===== config.mk =====
export PLATFORM = sky130hd
export DESIGN_NAME = vga_scroll_addr_gen
export DESIGN_NICKNAME = d
export VERILOG_FILES = /design/src/rtl/vga_pkg.sv /design/src/rtl/scroll_offset_ctrl.sv /design/src/rtl/vga_scroll_addr_gen.sv
export SDC_FILE = /design/constraint.sdc
export NUM_CORES = 1
export LEC_CHECK = 0
export BUFFER_PORTS_ARGS = -buffer_cell sky130_fd_sc_hd__buf_2
export CAP_MARGIN = 15
export CORE_MARGIN = 3
export CORE_UTILIZATION = 54
export CTS_BUF_LIST = sky130_fd_sc_hd__clkbuf_16
export DETAILED_ROUTE_END_ITERATION = 12
export PLACE_DENSITY = 0.88
export SETUP_SLACK_MARGIN = 0.2
export SYNTH_ARGS = -nofsm -noshare
export SYNTH_HDL_FRONTEND = slang
export SYNTH_SLANG_ARGS = --single-unit

===== constraint.sdc =====
create_clock -name clk -period 2.82 [get_ports clk]
set_clock_uncertainty 0.15 [all_clocks]
set_input_delay 0.141 -clock clk [delete_from_list [all_inputs] [get_ports clk]]
set_output_delay 0.141 -clock clk [all_outputs]
set_load 0.03 [all_outputs]

===== src/rtl/vga_pkg.sv =====
// Shared constants and helpers for the VGA image path.
package vga_pkg;

    // Visible timing of the display mode driven by vga_controller.
    localparam int H_ACTIVE = 640;
    localparam int V_ACTIVE = 480;

    // Scroll direction encodings as presented on the dir input.
    localparam logic [1:0] DIR_LEFT  = 2'd0;
    localparam logic [1:0] DIR_RIGHT = 2'd1;
    localparam logic [1:0] DIR_UP    = 2'd2;
    localparam logic [1:0] DIR_DOWN  = 2'd3;

    // Number of bits needed to hold values 0 .. value-1 (minimum 1).
    function automatic int clog2(input int value);
        int bits;
        bits = 1;
        for (int i = 1; i < 31; i++) begin
            if ((32'sd1 <<< i) < value) begin
                bits = i + 1;
            end
        end
        return bits;
    endfunction

endpackage


===== src/rtl/scroll_offset_ctrl.sv =====
// Frame-tick detection and per-frame scroll offset counters with wrap.
module scroll_offset_ctrl
    import vga_pkg::*;
#(
    parameter int V_LINES = 480,
    parameter int IMG_W   = 320,
    parameter int IMG_H   = 240,
    parameter int SPEED_W = 4,
    parameter int X_W     = 9,
    parameter int Y_W     = 8
) (
    input  logic               clk,
    input  logic               rst,
    input  logic [9:0]         h_cnt,
    input  logic [9:0]         v_cnt,
    input  logic               scroll_en,
    input  logic [1:0]         dir,
    input  logic [SPEED_W-1:0] speed,
    output logic               frame_tick,
    output logic [X_W-1:0]     off_x,
    output logic [Y_W-1:0]     off_y
);

    logic               vblank_hit_s;
    logic               vblank_cmp_r;
    logic               frame_tick_r;
    logic [SPEED_W-1:0] frame_cnt_r;
    logic [X_W-1:0]     off_x_r;
    logic [Y_W-1:0]     off_y_r;
    logic [X_W-1:0]     next_x_s;
    logic [Y_W-1:0]     next_y_s;

    assign vblank_hit_s = (v_cnt == 10'(V_LINES)) && (h_cnt == 10'd0);

    // Next offsets for one scroll step, wrapping by compare-and-select.
    always_comb begin
        next_x_s = off_x_r;
        next_y_s = off_y_r;
        case (dir)
            DIR_LEFT: begin
                if (off_x_r == X_W'(IMG_W - 1)) next_x_s = {X_W{1'b0}};
                else                            next_x_s = off_x_r + X_W'(1);
            end
            DIR_RIGHT: begin
                if (off_x_r == {X_W{1'b0}}) next_x_s = X_W'(IMG_W - 1);
                else                        next_x_s = off_x_r - X_W'(1);
            end
            DIR_UP: begin
                if (off_y_r == Y_W'(IMG_H - 1)) next_y_s = {Y_W{1'b0}};
                else                            next_y_s = off_y_r + Y_W'(1);
            end
            DIR_DOWN: begin
                if (off_y_r == {Y_W{1'b0}}) next_y_s = Y_W'(IMG_H - 1);
                else                        next_y_s = off_y_r - Y_W'(1);
            end
            default: begin
                next_x_s = off_x_r;
                next_y_s = off_y_r;
            end
        endcase
    end

    // Edge-detect the vblank start and advance offsets once per tick.
    always_ff @(posedge clk) begin
        if (!rst) begin
            vblank_cmp_r <= 1'b0;
            frame_tick_r <= 1'b0;
            frame_cnt_r  <= {SPEED_W{1'b0}};
            off_x_r      <= {X_W{1'b0}};
            off_y_r      <= {Y_W{1'b0}};
        end else begin
            vblank_cmp_r <= vblank_hit_s;
            frame_tick_r <= vblank_hit_s & ~vblank_cmp_r;
            if (frame_tick_r && scroll_en) begin
                if (frame_cnt_r == speed) begin
                    frame_cnt_r <= {SPEED_W{1'b0}};
                    off_x_r     <= next_x_s;
                    off_y_r     <= next_y_s;
                end else begin
                    // Wraps through 2^SPEED_W if speed was lowered below the count.
                    frame_cnt_r <= frame_cnt_r + SPEED_W'(1);
                end
            end
        end
    end

    assign frame_tick = frame_tick_r;
    assign off_x      = off_x_r;
    assign off_y      = off_y_r;

endmodule


===== src/rtl/vga_scroll_addr_gen.sv =====
// Screen-to-image address generator with scaled, wrap-around scrolling.
// Two-cycle pipeline: wrapped image coordinates, then linear RAM address.
module vga_scroll_addr_gen #(
    parameter int H_ACTIVE    = vga_pkg::H_ACTIVE,
    parameter int V_ACTIVE    = vga_pkg::V_ACTIVE,
    parameter int IMG_W       = 320,
    parameter int IMG_H       = 240,
    parameter int SCALE_SHIFT = 1,
    parameter int ADDR_W      = 17,
    parameter int SPEED_W     = 4
) (
    input  logic               clk,
    input  logic               rst,
    input  logic [9:0]         h_cnt,
    input  logic [9:0]         v_cnt,
    input  logic               valid,
    input  logic               scroll_en,
    input  logic [1:0]         dir,
    input  logic [SPEED_W-1:0] speed,
    output logic [ADDR_W-1:0]  pixel_addr,
    output logic               addr_valid,
    output logic               frame_tick
);
    import vga_pkg::*;

    localparam int X_W = clog2(IMG_W);
    localparam int Y_W = clog2(IMG_H);
    // Coordinate sums need headroom for scaled screen position plus offset.
    localparam int CX_W = clog2(H_ACTIVE + IMG_W) + 1;
    localparam int CY_W = clog2(V_ACTIVE + IMG_H) + 1;

    logic [X_W-1:0]    off_x_s;
    logic [Y_W-1:0]    off_y_s;
    logic [CX_W-1:0]   sum_x_s;
    logic [CY_W-1:0]   sum_y_s;
    logic [CX_W-1:0]   ix_s;
    logic [CY_W-1:0]   iy_s;
    logic [CX_W-1:0]   ix_r;
    logic [CY_W-1:0]   iy_r;
    logic              valid_d1_r;
    logic [ADDR_W-1:0] addr_s;
    logic [ADDR_W-1:0] pixel_addr_r;
    logic              addr_valid_r;

    scroll_offset_ctrl #(
        .V_LINES (V_ACTIVE),
        .IMG_W   (IMG_W),
        .IMG_H   (IMG_H),
        .SPEED_W (SPEED_W),
        .X_W     (X_W),
        .Y_W     (Y_W)
    ) u_offset_ctrl (
        .clk        (clk),
        .rst        (rst),
        .h_cnt      (h_cnt),
        .v_cnt      (v_cnt),
        .scroll_en  (scroll_en),
        .dir        (dir),
        .speed      (speed),
        .frame_tick (frame_tick),
        .off_x      (off_x_s),
        .off_y      (off_y_s)
    );

    // Scaled coordinate plus offset, folded back once into the image.
    always_comb begin
        sum_x_s = CX_W'(h_cnt >> SCALE_SHIFT) + CX_W'(off_x_s);
        sum_y_s = CY_W'(v_cnt >> SCALE_SHIFT) + CY_W'(off_y_s);
        if (sum_x_s >= CX_W'(IMG_W)) ix_s = sum_x_s - CX_W'(IMG_W);
        else                         ix_s = sum_x_s;
        if (sum_y_s >= CY_W'(IMG_H)) iy_s = sum_y_s - CY_W'(IMG_H);
        else                         iy_s = sum_y_s;
    end

    assign addr_s = ADDR_W'(iy_r) * ADDR_W'(IMG_W) + ADDR_W'(ix_r);

    // Pipeline registers: stage 1 holds coordinates, stage 2 the address.
    always_ff @(posedge clk) begin
        if (!rst) begin
            ix_r         <= {CX_W{1'b0}};
            iy_r         <= {CY_W{1'b0}};
            valid_d1_r   <= 1'b0;
            pixel_addr_r <= {ADDR_W{1'b0}};
            addr_valid_r <= 1'b0;
        end else begin
            ix_r         <= ix_s;
            iy_r         <= iy_s;
            valid_d1_r   <= valid;
            pixel_addr_r <= addr_s;
            addr_valid_r <= valid_d1_r;
        end
    end

    assign pixel_addr = pixel_addr_r;
    assign addr_valid = addr_valid_r;

endmodule


==> impl_summary.log, run 1 <==
INFO  metric run_status = complete, but fails checks
INFO  metric failing_checks = setup timing
INFO  metric grt_antenna_before_repair = 0
INFO  metric clock-root-buffer = clkbuf_16
INFO  metric globalRoute.totalOverflow = 0
INFO  metric multiInputGateArea = between 3000 and 4000 sq um
INFO  metric final-setup-viol-count = 2
INFO  metric drive_gt1_frac = 0.283
INFO  metric detailed_place_hpwl = around 8400 um
INFO  metric finalSetupTns = -0.0525 ns
INFO  metric mostFrequentLayoutCell = dfxtp_1
INFO  metric ff_latch_area = ~1300 sq um
INFO  metric synthXorXnorAreaFrac = 0.0596
INFO  metric synth.net_count = 632
INFO  metric fin_crit = ~2.9 ns
INFO  metric synth_simple_gate_area_share = 0.229
INFO  metric adder_cell_fraction_of_synth_area = 0.141
INFO  metric vias = between 4,000 and 5,000
INFO  metric power_density = about 450 nW/um^2
INFO  metric synth-compound-area-share = 0.242
INFO  metric synth_top_family_by_area = compound AO/OA/AOI/OAI gates
INFO  metric cts_buffers = 9
INFO  metric placed_area = about 5000 sq um
INFO  metric clock_tree.htree_level_count = 3
INFO  metric post_synth_mux_area_share = 0.00989
INFO  metric design_area = between 5000 and 6000 sq um
INFO  metric drv_slew = 0
INFO  metric gpl_wtd_cong = roughly 0.94
INFO  metric ys_dominant_reg_cell = dfxtp_1
INFO  metric crit_path_start_kind = register
INFO  metric syn_inst = around 550
INFO  metric worst_margin_slew = 0.550 ns
INFO  metric power.ir.vdd_worst = between 0.0003 and 0.0004 V
INFO  metric diodes = 0
INFO  metric io-pin-count = 49
INFO  metric port-buffer-count = 48
INFO  metric remaining_drc_errors = 0
INFO  metric fp.coreArea = about 8000 sq um
INFO  metric crit_type = reg2reg
INFO  metric rsz0062_at_grt = yes
INFO  metric fmax = between 300 and 400 MHz
INFO  metric initial_core_util = 0.572
INFO  metric yosysUniqueCellTypes = 69
INFO  metric critical_path_required = between 2 and 3 ns
INFO  metric path_clk_slew = approximately 0.060 ns
INFO  metric worst_setup_path_end_kind = register
INFO  metric nFillCells = 526
INFO  metric cts_num_sinks = between 60 and 70
INFO  metric netlist_area = approximately 4600 sq um
INFO  metric synth_enable_flop_cells = 0
INFO  metric global_route.usage.total = 0.257
INFO  metric hold_class = in2reg
INFO  metric ys_seq_area_frac = 0.281
INFO  metric largest_fanout_on_the_critical_path = 5
INFO  metric grt_first_pass_wirelength = around 21,000 um
INFO  metric clock_latency = roughly 0.33 ns
INFO  metric layout.nets = between 700 and 800
INFO  metric routedWlPerCell = between 15 and 20 um
INFO  metric arrival = ~3 ns
INFO  metric grt_start_max_net_pins = 29
INFO  metric postSynth.asyncResetShare = 0
INFO  metric drt.antenna.violating_nets = 0
INFO  metric p_leak = 2.48 nW
INFO  metric max-slew-margin-rel = 0.629
INFO  metric core.rowCount = 32
INFO  metric route.detailed.vias_per_inst = roughly 6.4
INFO  metric final-hold-violation-count = 0
INFO  metric final_cell_count_no_fill = 748
INFO  metric die-area = 9570 sq um
INFO  metric chipWidth = between 90 and 100 um
INFO  metric route.final.wire_length = between 10,000 and 15,000 um
INFO  metric maxCapViolCount = 0
INFO  metric synth.ff_latch_count = 64
INFO  metric layout_common_cells = dfxtp_1 (57), buf_2 (48), nor2_1 (46)
INFO  metric die_y = roughly 98 um
INFO  metric cts_buffer_depth = 2
INFO  metric period_utilization = 1.01
INFO  metric synthToLayoutAreaGrowth = 29.9%
INFO  metric synth_warnings = 0
INFO  metric final_critical_path_setup_slack = -0.0415 ns
INFO  metric dpl.cell_count = 702
INFO  metric grt_pass1_vias = about 4,500
INFO  metric drt_first_pass_iters = 6
INFO  metric drt-initial-drc-count = 349
INFO  metric synth.avg_cell_area = roughly 8 sq um
INFO  metric finish.utilization = 0.742
INFO  metric cts_tree = built
[metal layers]
metal  wire, um  vias up  GRT usage
li1           -     2217          -
met1       5190     2226      0.280
met2       6940      260      0.471
met3       1000       65     0.0557
met4        609        0      0.117
met5          0        -          0
[metrics by stage]
stage	hold slack (ns)	power, mW	worst slack [ns]
floorplan	0.118	1.24	0.100
finish	0.0238	2.67	-0.0415
CTS	0.0125	2.61	-0.0231
detailed placement	0.212	1.34	-0.0887
global route	0.0322	2.75	-0.173
global placement	0.201	1.33	0.0879
[state kept, by name (all words and copies together) (netlist names)]
signal / count
iy_r: 11
pixel_addr: 17
ix_r: 11
u_offset_ctrl.frame_tick: 1
valid_d1_r: 1
u_offset_ctrl.off_y: 8
u_offset_ctrl.vblank_cmp_r: 1
u_offset_ctrl.frame_cnt_r: 4
addr_valid: 1
u_offset_ctrl.off_x: 9
[cell usage after synthesis, drive strengths merged, types with 16 or more instances]
cell    instances  area share
and2           20       0.027
a21oi          34       0.037
nor3           18       0.020
dfxtp          64        0.28
o21ai          28       0.031
xnor2          16       0.031
inv            22       0.018
ha             45        0.12
nand3          17       0.019
nand2          40       0.034
clkbuf         21       0.017
nor2           48       0.040
[path summary, 6_finish.rpt]
kind         cells past startpoint                                  start  slack [ns]                                    end
max reg2reg                     10    u_offset_ctrl.off_x[4]$_SDFFE_PN0P_       -0.04                     ix_r[8]$_SDFF_PN0_
min reg2reg                      1  u_offset_ctrl.vblank_cmp_r$_SDFF_PN0_        0.25    u_offset_ctrl.frame_tick$_SDFF_PN0_
min                              3                               h_cnt[4]        0.02  u_offset_ctrl.vblank_cmp_r$_SDFF_PN0_
max                             10    u_offset_ctrl.off_x[4]$_SDFFE_PN0P_       -0.04                     ix_r[8]$_SDFF_PN0_
[repair_timing]
action	in CTS	in global routing
hold buffers	2	0
hold endpoints to repair	2	0
resized for setup	21	37
setup endpoints to repair	9	10
buffers inserted	13	15
pin swaps	20	26
[area by class of cell]
| type | count | area share |
|---|---|---|
| multi-input combinational | 445 | 0.582 |
| sequential | 64 | 0.219 |
| timing repair buffer | 98 | 0.107 |
| clock buffer | 9 | 0.0381 |
| tap | 102 | 0.0216 |
| clock inverter | 7 | 0.0173 |
| inverter | 23 | 0.0146 |
[critical path, stage by stage, from the launching register on]
cell and delay [ns]:
dfxtp_1 0.31, ha_2 0.40, nand2_2 0.13, o31a_2 0.40, nor3_2 0.24, nor2_1 0.12
ha_2 0.20, nand4b_1 0.14, nor4_4 0.05, or4b_1 0.52, a31oi_1 0.13
[where the power goes]
part           internal [mW]  switching (mW)
clock network          0.785           0.458
logic                  0.195           0.277
registers              0.940          0.0148
total                   1.92           0.750
[cells by family after synthesis]
logic type / Yosys count
DFF: 64
other: 1
xor gates and xnor gates: 31
buffers and inverters: 44
AOI/OAI and AO/OA: 159
and+or+nand+nor: 202
muxes: 3
adders and majority gates: 49
(Power assumes the default switching activity.)
==> run 2, diff against run 1 <==
Settings changed: PLACE_DENSITY 0.88 to 0.85.
==> impl_summary.log, run 2 (same netlist as run 1, synthesis figures left out) <==
INFO  metric drt-met1-wl = between 5000 and 6000 um
INFO  metric detailed_place_hpwl = approximately 8300 um
INFO  metric cells_along_the_critical_path = ha_4, inv_2, fa_2, nand2b_4, buf_6, a211oi_2, a211o_1, ha_2, nand4b_1, nor4_4, buf_4, o211ai_1, a31oi_1
INFO  metric route.met3.wl = approximately 1100 um
INFO  metric final-setup-viol-count = 5
INFO  metric final_critical_path_setup_slack = -0.0469 ns
INFO  metric power_density = approximately 460 nW/um^2
INFO  metric diodes = 0
INFO  metric hold_class = in2reg
INFO  metric maxCapViolCount = 0
INFO  metric slowest_delay = around 0.37 ns
INFO  metric largest_fanout_on_the_critical_path = 4
INFO  metric grt_first_pass_wirelength = roughly 21,000 um
INFO  metric clock-root-buffer = clkbuf_16
INFO  metric critical_path_required = 2.93 ns
INFO  metric wl_met2 = between 7000 and 8000 um
INFO  metric die-area = 9570 sq um
INFO  metric layout_common_cells = dfxtp_1 (58), buf_2 (48), nor2_1 (47)
INFO  metric fmax = approximately 350 MHz
INFO  metric initial_core_util = 0.572
INFO  metric fp.coreArea = ~8000 sq um
INFO  metric clock_tree.htree_level_count = 3
INFO  metric drive_gt1_frac = 0.269
INFO  metric globalRoute.totalOverflow = 0
INFO  metric drt_first_pass_iters = 7
INFO  metric r2r_start = u_offset_ctrl.off_x[0]$_SDFFE_PN0P_
INFO  metric grt_pass1_vias = between 4,000 and 5,000
INFO  metric final-hold-violation-count = 0
INFO  metric nFillCells = about 530
INFO  metric layout.nets = approximately 700
INFO  metric finalPower = approximately 2.7 mW
INFO  metric fin_crit = ~2.9 ns
INFO  metric worst_setup_path_end_kind = register
INFO  metric route.final.wire_length = roughly 14,000 um
INFO  metric setup.worst_path.start = u_offset_ctrl.off_x[0]$_SDFFE_PN0P_
INFO  metric drt-initial-drc-count = approximately 420
INFO  metric gpl_wtd_cong = approximately 0.9
INFO  metric cts_num_sinks = 64
INFO  metric number_of_flip_flops_in_the_largest_register = 17
INFO  metric highest-signal-layer = met5
INFO  metric timing.critical_path.buf_inv = 3
INFO  metric grt_antenna_before_repair = 1
INFO  metric die_y = between 90 and 100 um
INFO  metric rsz0062_at_grt = yes
INFO  metric arrival = roughly 3 ns
INFO  metric run_status = complete, but fails checks
INFO  metric drt.antenna.violating_nets = 0
INFO  metric failing_checks = setup timing
INFO  metric vias = slightly below 5,000
INFO  metric power.ir.vdd_worst = approximately 0.00028 V
INFO  metric port-buffer-count = between 40 and 50
INFO  metric remaining_drc_errors = 0
INFO  metric crit_family = adder cells
INFO  metric crit_slowest_cell = dfxtp_4
INFO  metric worst_margin_slew = ~0.57 ns
INFO  metric chipWidth = 97.8 um
INFO  metric crit_type = reg2reg
INFO  metric path_clk_slew = roughly 0.06 ns
INFO  metric drv_slew = 0
INFO  metric period_utilization = 1.02
INFO  metric crit_path_start_kind = register
INFO  metric p_leak = 2.50 nW
INFO  metric global_route.usage.total = 0.265
INFO  metric synthToLayoutAreaGrowth = 29.9%
INFO  metric dpl_worst_slack = 0.00769 ns
INFO  metric grt_start_max_net_pins = 29
INFO  metric mostFrequentLayoutCell = dfxtp_1
INFO  metric io-pin-count = between 40 and 50
INFO  metric cts_tree = built
INFO  metric worst_hold_startpoint = h_cnt[1]
INFO  metric cts_buffer_depth = 2
INFO  metric max-slew-margin-rel = 0.617
INFO  metric route.detailed.vias_per_inst = 6.50
INFO  metric core.rowCount = 32
INFO  metric cts_buffers = 9
INFO  metric routedWlPerCell = approximately 19 um
INFO  metric clock_latency = approximately 0.33 ns
run 2: cell types whose count changed in the layout (fill, tap and decap cells not counted), sizes merged:
cell,previous run,this run
clkinv,2,5
inv,25,22
buf,96,94
clkbuf,9,10
clkinvlp,1,0
run 2: metal layers:
| metal | global-route usage | vias to the layer above |
|---|---|---|
| met5 | 0 | - |
| met4 | 0.100 | 2 |
| met3 | 0.0579 | 73 |
| met2 | 0.496 | 280 |
| met1 | 0.290 | 2273 |
| li1 | - | 2224 |
run 2: tightest hold or removal path, delay by kind of cell:
kind,cells,cell delay (ns)
simple gates,1,0.11
fa+ha+maj,1,0.13
buf+inv,1,0.12
run 2: final cells by class:
| type | count | area, sq um | area share |
|---|---|---|---|
| multi-input combinational | 445 | 3460 | 0.584 |
| sequential | 64 | 1300 | 0.219 |
| timing repair buffer | 96 | 609 | 0.103 |
| clock buffer | 10 | 250 | 0.0423 |
| tap | 102 | 128 | 0.0216 |
| clock inverter | 6 | 90.1 | 0.0152 |
| inverter | 23 | 86.3 | 0.0146 |
run 2: worst paths after layout:
kind | to | slack [ns] | depth (start not counted)
setup / recovery | ix_r[6]$_SDFF_PN0_ | -0.05 | 13
hold / removal | ix_r[0]$_SDFF_PN0_ | 0.05 | 3
setup reg to reg | ix_r[6]$_SDFF_PN0_ | -0.05 | 13
hold reg to reg | u_offset_ctrl.frame_tick$_SDFF_PN0_ | 0.25 | 1
run 2: per-stage QoR:
stage	cells	utilization	cell area [sq um]	hold WS [ns]	setup TNS, ns
floorplan	553	-	4630	0.118	0
global placement	705	0.638	5080	0.197	0
detailed placement	705	0.638	5080	0.217	0
CTS	735	0.710	5650	0.0268	0
global route	746	0.742	5920	0.0557	-0.598
finish	746	0.742	5920	0.0495	-0.0808
run 2: power breakdown:
group	internal [mW]	switching (mW)	total [mW]	leakage, nW
Combinational	0.192	0.280	0.473	1.81
Clock	0.829	0.448	1.28	0.165
Sequential	0.940	0.0143	0.954	0.528
Total	1.96	0.742	2.70	2.50
run 2: repair_timing:
item	in CTS	in global routing
endpoints found under the setup margin	9	14
endpoints found under the hold margin	2	0
resized for setup	25	30
hold buffers	2	0
buffers inserted	12	11
pin swaps	22	35
==> run 3, diff against run 2 <==
Settings changed: ABC_AREA set to 1.
==> impl_summary.log, run 3 <==
INFO  metric synth.avg_cell_area = 6.68 sq um
INFO  metric synthToLayoutAreaGrowth = 18.5%
INFO  metric critical_path_required = about 2.9 ns
INFO  metric cts_buffers = 9
INFO  metric global_route.usage.total = 0.233
INFO  metric io-pin-count = approximately 50
INFO  metric vias = roughly 4,800
INFO  metric yosysUniqueCellTypes = 44
INFO  metric crit_type = reg2reg
INFO  metric post-synth-top-area-cell = dfxtp_1
INFO  metric core.rowCount = 33
INFO  metric clock_latency = approximately 0.33 ns
INFO  metric grt_first_pass_wirelength = between 15,000 and 20,000 um
INFO  metric netlist_area = between 4000 and 5000 sq um
INFO  metric dpl_worst_slack = roughly 0.11 ns
INFO  metric path_clk_slew = roughly 0.050 ns
INFO  metric net-switching-power = 0.694 mW
INFO  metric p_leak = 2.88 nW
INFO  metric diodes = 0
INFO  metric drt_first_pass_iters = 6
INFO  metric worst_margin_slew = approximately 0.63 ns
INFO  metric finalSetupTns = 0 ns
INFO  metric route.detailed.vias_per_inst = 5.51
INFO  metric synth.cells.most_frequent = nand2_1 (166), inv_1 (105), nor2_1 (80)
INFO  metric layout.nets = around 830
INFO  metric synth.ff_latch_count = 64
INFO  metric die_y = 98.8 um
INFO  metric arrival = between 2 and 3 ns
INFO  metric mostFrequentLayoutCell = nand2_1
INFO  metric fin_crit = between 2 and 3 ns
INFO  metric synth_top_area_share = 0.276
INFO  metric syn_inst = between 600 and 700
INFO  metric post-synth-top-count-cell = nand2_1
INFO  metric period_utilization = 0.909
INFO  metric ys_dominant_reg_cell = dfxtp_1
INFO  metric number_of_flip_flops_in_the_largest_register = 17
INFO  metric cts_num_sinks = 64
INFO  metric largest_fanout_on_the_critical_path = 5
INFO  metric worst_setup_path_end_kind = register
INFO  metric finalPower = between 2 and 2.5 mW
INFO  metric internal_power = roughly 1.8 mW
INFO  metric synth_enable_flop_cells = 0
INFO  metric nFillCells = between 600 and 700
INFO  metric fp.coreArea = 8300 sq um
INFO  metric detailed_place_hpwl = ~8400 um
INFO  metric netlist_top_cells_area = dfxtp_1 (28%), nand2_1 (13%), ha_1 (12%)
INFO  metric run_status = finished clean
INFO  metric gpl_wtd_cong = between 0.8 and 0.9
INFO  metric power.ir.vdd_worst = between 0.0002 and 0.0003 V
INFO  metric globalRoute.totalOverflow = 0
INFO  metric multiInputGateArea = between 3000 and 4000 sq um
INFO  metric power.clock.fraction = 0.449
INFO  metric p_seq_frac = 0.389
INFO  metric crit_path_start_kind = register
INFO  metric clock_tree.htree_level_count = 3
INFO  metric routedWlPerCell = between 10 and 15 um
INFO  metric maxCapViolCount = 0
INFO  metric remaining_drc_errors = 0
INFO  metric drv_slew = 0
INFO  metric final_critical_path_setup_slack = 0.258 ns
INFO  metric rsz0062_at_grt = yes
INFO  metric route.final.wire_length = about 12,000 um
INFO  metric postSynth.asyncResetShare = 0
INFO  metric grt_antenna_before_repair = 0
INFO  metric cts_buffer_depth = 2
INFO  metric clock-root-buffer = clkbuf_16
INFO  metric drive_gt1_frac = 0.178
INFO  metric die-area = approximately 10000 sq um
INFO  metric port-buffer-count = 48
INFO  metric hold_class = in2reg
INFO  metric fmax = between 300 and 400 MHz
INFO  metric initial_core_util = 0.560
INFO  metric drt-initial-drc-count = around 290
INFO  metric chipWidth = 98.8 um
INFO  metric synth.net_count = roughly 780
INFO  metric netSwitchingFraction = 0.282
INFO  metric power_density = ~450 nW/um^2
INFO  metric ys_seq_area_frac = 0.276
INFO  metric grt_start_max_net_pins = 25
INFO  metric max-slew-margin-rel = 0.580
INFO  metric final-hold-violation-count = 0
INFO  metric grt_pass1_vias = 4,448
INFO  metric cts_tree = built
INFO  metric synth_warnings = 0
INFO  metric layout_common_cells = nand2_1 (160), inv_1 (102), nor2_1 (76)
INFO  metric drt.antenna.violating_nets = 0
INFO  metric power_frac_comb = 0.162
INFO  metric final-setup-viol-count = 0
INFO  metric ff_latch_area = 1300 sq um
run 3: cell types whose count changed after synthesis, sizes merged, moves of 9 or more:
cell / delta
or3: -9
and2: -20
nand3: +36
nand2: +135
a21oi: +14
xnor2: -12
nor2: +38
o211ai: -10
nor3: -10
inv: +84
nor2b: -9
clkbuf: -17
o21ai: +11
run 3: worst max-delay path, stage by stage, from the launching register on:
cell and delay, ns:
dfxtp_4 0.36, ha_4 0.24, ha_4 0.16, fa_1 0.53, ha_4 0.33, nand2_2 0.05
nand2_2 0.07, a31oi_4 0.04, nor2_2 0.16, nand2_2 0.09, nor2_4 0.11, nand2_1 0.05
nand2_1 0.06, nor2_1 0.04
run 3: power by group through the flow:
stage | sequential [mW] | clock [mW] | combinational (mW)
6_report | 0.958 | 1.10 | 0.399
4_1_cts | 0.958 | 1.12 | 0.366
2_1_floorplan | 1.02 | 0 | 0.207
3_5_place_dp | 0.978 | 0 | 0.351
5_1_grt | 0.962 | 1.16 | 0.439
3_3_place_gp | 0.976 | 0 | 0.338
run 3: cells by family after synthesis:
family          share of synthesized area
flops                               0.276
buf+inv                            0.0996
xor+xnor                           0.0355
compound gates                      0.126
other cells                      0.000807
fa+ha+maj                           0.138
simple gates                        0.324
run 3: stage by stage:
step / cell area (sq um) / util / hold slack, ns / cells
after floorplan: 4650 / - / 0.0886 / 696
after global placement: 4970 / 0.599 / 0.176 / 841
after detailed placement: 4970 / 0.599 / 0.179 / 841
after CTS: 5320 / 0.641 / 0.00772 / 859
after global routing: 5510 / 0.664 / 0.0379 / 864
final: 5510 / 0.664 / 0.0132 / 864
run 3: timing repair:
item	4_1_cts	5_1_grt
endpoints found under the hold margin	2	0
hold buffers	2	0
gates resized for setup	7	38
setup buffers	0	5
pin swaps	0	18
endpoints found under the setup margin	7	9
run 3: final cells by class:
class,count,share of cell area
Inverter,107,0.0729
Timing Repair Buffer,57,0.0568
Clock inverter,7,0.0129
Tap cell,105,0.0238
Clock buffer,9,0.0409
Multi-Input combinational cell,515,0.557
Sequential cell,64,0.235
run 3: layer usage:
metal | up-vias | GRT usage | share of wire | wire [um]
li1 | 2361 | - | - | -
met1 | 2158 | 0.255 | 0.39 | 4590
met2 | 194 | 0.419 | 0.51 | 5920
met3 | 47 | 0.0552 | 0.062 | 723
met4 | 0 | 0.114 | 0.037 | 427
met5 | - | 0 | 0 | 0
run 3: final timing paths:
path | startpoint | endpoint | slack, ns | depth (start not counted)
worst max-delay path | iy_r[3]$_SDFF_PN0_ | pixel_addr[15]$_SDFF_PN0_ | 0.26 | 13
worst min-delay path | v_cnt[1] | u_offset_ctrl.vblank_cmp_r$_SDFF_PN0_ | 0.01 | 4
worst max register to register | iy_r[3]$_SDFF_PN0_ | pixel_addr[15]$_SDFF_PN0_ | 0.26 | 13
worst min register to register | valid_d1_r$_SDFF_PN0_ | addr_valid$_SDFF_PN0_ | 0.25 | 2
